## src/rtl/pixel_config_if.sv

```systemverilog
// Configuration-stream bus between the SPI slave interface (master side)
// and the pixel-matrix configuration block (slave side).
interface pixel_config_if #(
    parameter int unsigned NUM_DCOL = 8
);
    localparam int unsigned CHAIN_W = NUM_DCOL * 6;
    localparam int unsigned CNT_W   = $clog2(NUM_DCOL + 1);

    logic               config_en;
    logic [5:0]         config_data;
    logic               push_clk;
    logic               err_clr;
    logic               config_do;
    logic [CHAIN_W-1:0] pix_cfg;
    logic               pix_wr;
    logic               cfg_busy;
    logic               cfg_full;
    logic [CNT_W-1:0]   word_cnt;
    logic               cfg_err;

    modport master (
        output config_en, config_data, push_clk, err_clr,
        input  config_do, pix_cfg, pix_wr, cfg_busy, cfg_full, word_cnt, cfg_err
    );

    modport slave (
        input  config_en, config_data, push_clk, err_clr,
        output config_do, pix_cfg, pix_wr, cfg_busy, cfg_full, word_cnt, cfg_err
    );
endinterface

```

## src/rtl/pixel_config.sv

```systemverilog
// Pixel double-column configuration chain with shadow register and a timed
// matrix write strobe triggered by the SPI push request.
module pixel_config #(
    parameter int unsigned NUM_DCOL  = 8,
    parameter int unsigned PULSE_LEN = 4
) (
    input  logic           spi_clk,
    input  logic           rst,
    pixel_config_if.slave  bus
);
    localparam int unsigned CHAIN_W = NUM_DCOL * 6;
    localparam int unsigned CNT_W   = $clog2(NUM_DCOL + 1);
    localparam int unsigned PCNT_W  = $clog2(PULSE_LEN + 1);

    typedef enum logic [1:0] {
        ST_IDLE,
        ST_LATCH,
        ST_PULSE,
        ST_DONE
    } state_e;

    state_e              state_q, state_d;
    logic [CHAIN_W-1:0]  chain_q, chain_d;
    logic [CHAIN_W-1:0]  pix_cfg_q, pix_cfg_d;
    logic [CNT_W-1:0]    word_cnt_q, word_cnt_d;
    logic [PCNT_W-1:0]   pulse_cnt_q, pulse_cnt_d;
    logic                push_q;
    logic                pix_wr_q, pix_wr_d;
    logic                busy_q, busy_d;
    logic                full_q, full_d;
    logic                err_q, err_d;

    logic                push_edge_c;
    logic                idle_c;
    logic                shift_c;
    logic                pulse_last_c;

    assign push_edge_c  = bus.push_clk & ~push_q;
    assign idle_c       = (state_q == ST_IDLE);
    assign shift_c      = bus.config_en & idle_c;
    assign pulse_last_c = (pulse_cnt_q == PCNT_W'(PULSE_LEN - 1));

    // Next-state and datapath updates; shifting is only allowed while idle.
    always_comb begin
        state_d     = state_q;
        chain_d     = chain_q;
        pix_cfg_d   = pix_cfg_q;
        word_cnt_d  = word_cnt_q;
        pulse_cnt_d = '0;
        err_d       = err_q;

        unique case (state_q)
            ST_IDLE:  if (push_edge_c) state_d = ST_LATCH;
            ST_LATCH: state_d = ST_PULSE;
            ST_PULSE: begin
                if (pulse_last_c) begin
                    state_d = ST_DONE;
                end else begin
                    pulse_cnt_d = pulse_cnt_q + PCNT_W'(1);
                end
            end
            ST_DONE:  state_d = ST_IDLE;
            default:  state_d = ST_IDLE;
        endcase

        if (shift_c) begin
            // Truncating cast drops the oldest word off the top of the chain.
            chain_d = CHAIN_W'({chain_q, bus.config_data});
            if (word_cnt_q != CNT_W'(NUM_DCOL)) begin
                word_cnt_d = word_cnt_q + CNT_W'(1);
            end
        end

        if (state_q == ST_LATCH) begin
            pix_cfg_d  = chain_q;
            word_cnt_d = '0;
        end

        if ((bus.config_en | push_edge_c) & ~idle_c) begin
            err_d = 1'b1;
        end else if (bus.err_clr) begin
            err_d = 1'b0;
        end

        pix_wr_d = (state_d == ST_PULSE);
        busy_d   = (state_d != ST_IDLE);
        full_d   = (word_cnt_d == CNT_W'(NUM_DCOL));
    end

    // Push detector resets high so a request held across reset is not taken.
    always_ff @(posedge spi_clk) begin
        if (rst) begin
            state_q     <= ST_IDLE;
            chain_q     <= '0;
            pix_cfg_q   <= '0;
            word_cnt_q  <= '0;
            pulse_cnt_q <= '0;
            push_q      <= 1'b1;
            pix_wr_q    <= 1'b0;
            busy_q      <= 1'b0;
            full_q      <= 1'b0;
            err_q       <= 1'b0;
        end else begin
            state_q     <= state_d;
            chain_q     <= chain_d;
            pix_cfg_q   <= pix_cfg_d;
            word_cnt_q  <= word_cnt_d;
            pulse_cnt_q <= pulse_cnt_d;
            push_q      <= bus.push_clk;
            pix_wr_q    <= pix_wr_d;
            busy_q      <= busy_d;
            full_q      <= full_d;
            err_q       <= err_d;
        end
    end

    assign bus.config_do = chain_q[CHAIN_W-1];
    assign bus.pix_cfg   = pix_cfg_q;
    assign bus.pix_wr    = pix_wr_q;
    assign bus.cfg_busy  = busy_q;
    assign bus.cfg_full  = full_q;
    assign bus.word_cnt  = word_cnt_q;
    assign bus.cfg_err   = err_q;
endmodule

```

## src/flat_wrapper.sv

```systemverilog
// flat-port wrapper written by rule: the top's interface ports become plain ports
module pixel_config_flat 
#(
    parameter int unsigned NUM_DCOL  = 8,
    parameter int unsigned PULSE_LEN = 4
)
  (spi_clk, rst, bus_config_en, bus_config_data, bus_push_clk, bus_err_clr, bus_config_do, bus_pix_cfg, bus_pix_wr, bus_cfg_busy, bus_cfg_full, bus_word_cnt, bus_cfg_err);
  pixel_config_if #(.NUM_DCOL(NUM_DCOL)) bus_i ();
  input  logic spi_clk;
  input  logic rst;
  input wire logic [$bits(bus_i.config_en)-1:0] bus_config_en;
  input wire logic [$bits(bus_i.config_data)-1:0] bus_config_data;
  input wire logic [$bits(bus_i.push_clk)-1:0] bus_push_clk;
  input wire logic [$bits(bus_i.err_clr)-1:0] bus_err_clr;
  output wire logic [$bits(bus_i.config_do)-1:0] bus_config_do;
  output wire logic [$bits(bus_i.pix_cfg)-1:0] bus_pix_cfg;
  output wire logic [$bits(bus_i.pix_wr)-1:0] bus_pix_wr;
  output wire logic [$bits(bus_i.cfg_busy)-1:0] bus_cfg_busy;
  output wire logic [$bits(bus_i.cfg_full)-1:0] bus_cfg_full;
  output wire logic [$bits(bus_i.word_cnt)-1:0] bus_word_cnt;
  output wire logic [$bits(bus_i.cfg_err)-1:0] bus_cfg_err;
  assign bus_i.config_en = bus_config_en;
  assign bus_i.config_data = bus_config_data;
  assign bus_i.push_clk = bus_push_clk;
  assign bus_i.err_clr = bus_err_clr;
  assign bus_config_do = bus_i.config_do;
  assign bus_pix_cfg = bus_i.pix_cfg;
  assign bus_pix_wr = bus_i.pix_wr;
  assign bus_cfg_busy = bus_i.cfg_busy;
  assign bus_cfg_full = bus_i.cfg_full;
  assign bus_word_cnt = bus_i.word_cnt;
  assign bus_cfg_err = bus_i.cfg_err;
  pixel_config #(.NUM_DCOL(NUM_DCOL), .PULSE_LEN(PULSE_LEN)) u_core (.spi_clk(spi_clk), .rst(rst), .bus(bus_i));
endmodule
```

## config.mk

```make
export PLATFORM = sky130hd
export DESIGN_NAME = pixel_config_flat
export DESIGN_NICKNAME = d
export VERILOG_FILES = /design/src/rtl/pixel_config_if.sv /design/src/rtl/pixel_config.sv /design/src/flat_wrapper.sv
export SDC_FILE = /design/constraint.sdc
export NUM_CORES = 1
export LEC_CHECK = 0
export BUFFER_PORTS_ARGS = -buffer_cell sky130_fd_sc_hd__buf_2
export CORE_ASPECT_RATIO = 1.1
export CORE_MARGIN = 10
export CORE_UTILIZATION = 55
export DETAILED_ROUTE_END_ITERATION = 10
export PLACE_DENSITY = 0.77
export SYNTH_ARGS = -nofsm -noshare
export SYNTH_HDL_FRONTEND = slang
export SYNTH_SLANG_ARGS = --single-unit
```

## constraint.sdc

```tcl
create_clock -name spi_clk -period 3 [get_ports spi_clk]
set_clock_uncertainty 0.05 [all_clocks]
set_input_delay 0.3 -clock spi_clk [delete_from_list [all_inputs] [get_ports spi_clk]]
set_output_delay 0.3 -clock spi_clk [all_outputs]
set_load 0.05 [all_outputs]
```

==> metrics.txt <==
status complete, no violations; Clock Latency Late Sink 0.36 ns; vias post-DR 2,882; CP endpoint kind flop; largest area contributor in the netlist dfxtp_1; Placed Cells 557; gr usage total 14.6%; Worst EP required 3.22 ns; Max FO, Critical Path 27; switching part of the total 24.4%; min-delay src bus_push_clk; Die Width 101 µm; Cell Int Power 2.05 mW; Post-Layout Cell Count 573; Cells after Synth 429; Met3 Wirelength 390 µm; Initial DRT Pass Iterations 4; startpoint types flop; commonest non-fill, non-tap cell in the layout dfxtp_1; CP top delay family simple AND/OR/NAND/NOR gates; die height 109 µm; YS warnings 0; initial antenna violation count 0; die area 11,000 µm²; total congestion overflow 0; fin. max-slew vios 0; clk sinks 110; Crit path largest cell delay 0.50 ns; leakage power 1.82 nW; min-delay worst type input pin to flop; R2R Path Start u_core.state_q[0]$_SDFF_PP0_; WL final 7870 µm; Peak Freq 500 MHz; most frequent cells in the layout dfxtp_1, nand2_1, buf_2; Initial Utilization 56.3%; postcts setup bufs 0; Relative slew margins 37.2%; Rows 32; share of cells above drive strength 1 19.1%; fillers 585; synthesized area 3940 µm²; Post-CTS Hold Buffers 0; antenna-violating nets left 0; Worst Path Arrival 2.22 ns; Crit-path slowest cell and2_2; Critical path buffers and inverters 1; Max Used Layer met4; sequential share of power 55.3%; residual DRC count 0; post-layout min period 2.00 ns; Seq/Total Area, Yosys 55.9%; maxcap violations 0; largest net degree at the start of global routing 67; number of clock buffers inserted by TritonCTS 9; critical path class flop to flop; drt wl/cell 13.7 µm; clk root buf clkbuf_8; RePlAce Congestion 0.775; vias in the first global route 2,836; worst IR drop on VDD 0.483 mV; post_cts resized 0; violation count after the first detailed-route iteration 99; Final setup viols 0; synthesized net count 448; synth unique cells 25; #FFs+latches synth 110; Clk pwr share 36.5%; PortBufs 67; clock-pin transition on the worst setup and hold timing paths 0.10 ns; Setup TNS 0 ns; P_sw 662 µW; Clock H-tree levels 3; met2 wire length 3910 µm; Total Power 2.71 mW; # IOs 68; Logic pwr share 8.2%; NumNets Final 502; post-synth top area share 55.9%; worst slew pin tran 0.942 ns; synth top area cells dfxtp_1, mux2i_1, nand2_1; core footprint 7010 µm²; placed wire-length estimate 5330 µm; Met1 Wirelength 3450 µm; Crit. Startpoint u_core.state_q[0]$_SDFF_PP0_; number of diodes 0; RSZ-0062 raised after global routing no; Pwr Density 599 nW/µm²; fin crit share 66.6%; first-pass GRT wire length 13,200 µm; mean post-synth cell area 9.19 µm²; worst path cell trace inv_1, ha_1, and2_2, o21ai_0, xnor2_1, nor4b_2; Fin. Hold Viols 0; P&R area growth vs syn 14.8%; CTS Buffer Depth 2; CTS tree built; vias per std cell 5.03
-- per-layer routing --
layer | vias to the layer above | global-route usage, %
li1 | 1492 | -
met1 | 1324 | 17.5
met2 | 57 | 24.5
met3 | 9 | 3.16
met4 | 0 | 6.97
met5 | - | 0
-- cells in the mapped netlist --
library cell,count
dfxtp_1,110
nand2_1,99
nor2_1,59
a21oi_1,50
mux2i_1,50
clkbuf_1,15
buf_4,8
ha_1,8
inv_1,8
buf_2,5
nor2b_1,3
a2bb2oi_1,1
a31oi_1,1
and2_1,1
nand2b_1,1
nand3_1,1
nand3b_1,1
nand4_1,1
nor4b_2,1
o21ai_0,1
or2_1,1
or2_2,1
or3b_2,1
xnor2_1,1
xor2_1,1
-- cells by family after synthesis --
family / Yosys count / synth area share (%)
AOI/OAI and AO/OA: 53 / 6.86
xor gates and xnor gates: 2 / 0.445
adders and majority gates: 8 / 2.54
buffers and inverters: 36 / 4.35
DFF: 110 / 55.9
muxes: 50 / 12.7
and+or+nand+nor: 170 / 17.2
-- through the flow --
step                      hold slack, ns  utilization [%]  setup slack (ns)  area, µm²
after global placement             0.355             61.3              1.03       4290
after floorplan                    0.329                -              1.34       3940
final                              0.113             64.6              1.00       4520
after CTS                         0.0931             64.6             0.967       4520
after global routing              0.0973             64.6             0.777       4520
after detailed placement           0.361             61.3             0.979       4290
-- final timing paths --
check / to / slack [ns] / depth (start not counted)
max: u_core.bus.cfg_full$_SDFF_PP0_ / 1.00 / 6
min: u_core.push_q$_SDFF_PP1_ / 0.11 / 2
max reg2reg: u_core.bus.cfg_full$_SDFF_PP0_ / 1.00 / 6
min reg2reg: u_core.pulse_cnt_q[0]$_SDFF_PP0_ / 0.37 / 1
-- sequential cells by signal (all words and copies together) (netlist names) --
register and cells:
u_core.bus.cfg_busy 1, u_core.state_q 2, u_core.push_q 1, u_core.bus.cfg_full 1, u_core.bus.word_cnt 4, u_core.bus.pix_cfg 48
u_core.bus.pix_wr 1, u_core.pulse_cnt_q 3, u_core.bus.cfg_err 1, u_core.chain_q 48
-- power by group through the flow --
stage	Combinational, mW	Sequential [mW]	Clock, mW
global route	0.245	1.50	1.06
detailed placement	0.224	1.53	0
finish	0.222	1.50	0.990
global placement	0.221	1.53	0
floorplan	0.150	1.56	0
CTS	0.224	1.50	1.01
-- layout make-up --
type                    count  area [µm²]  area share [%]
well taps                  85         106            2.35
clock buffers              10         138            3.04
multi-input cells         283        1570            34.8
flip-flops and latches    110        2200            48.7
repair buffers             71         380            8.41
clock inverters             6        93.8            2.07
inverters                   8        30.0           0.664
Power figures use the tool's default switching activity.
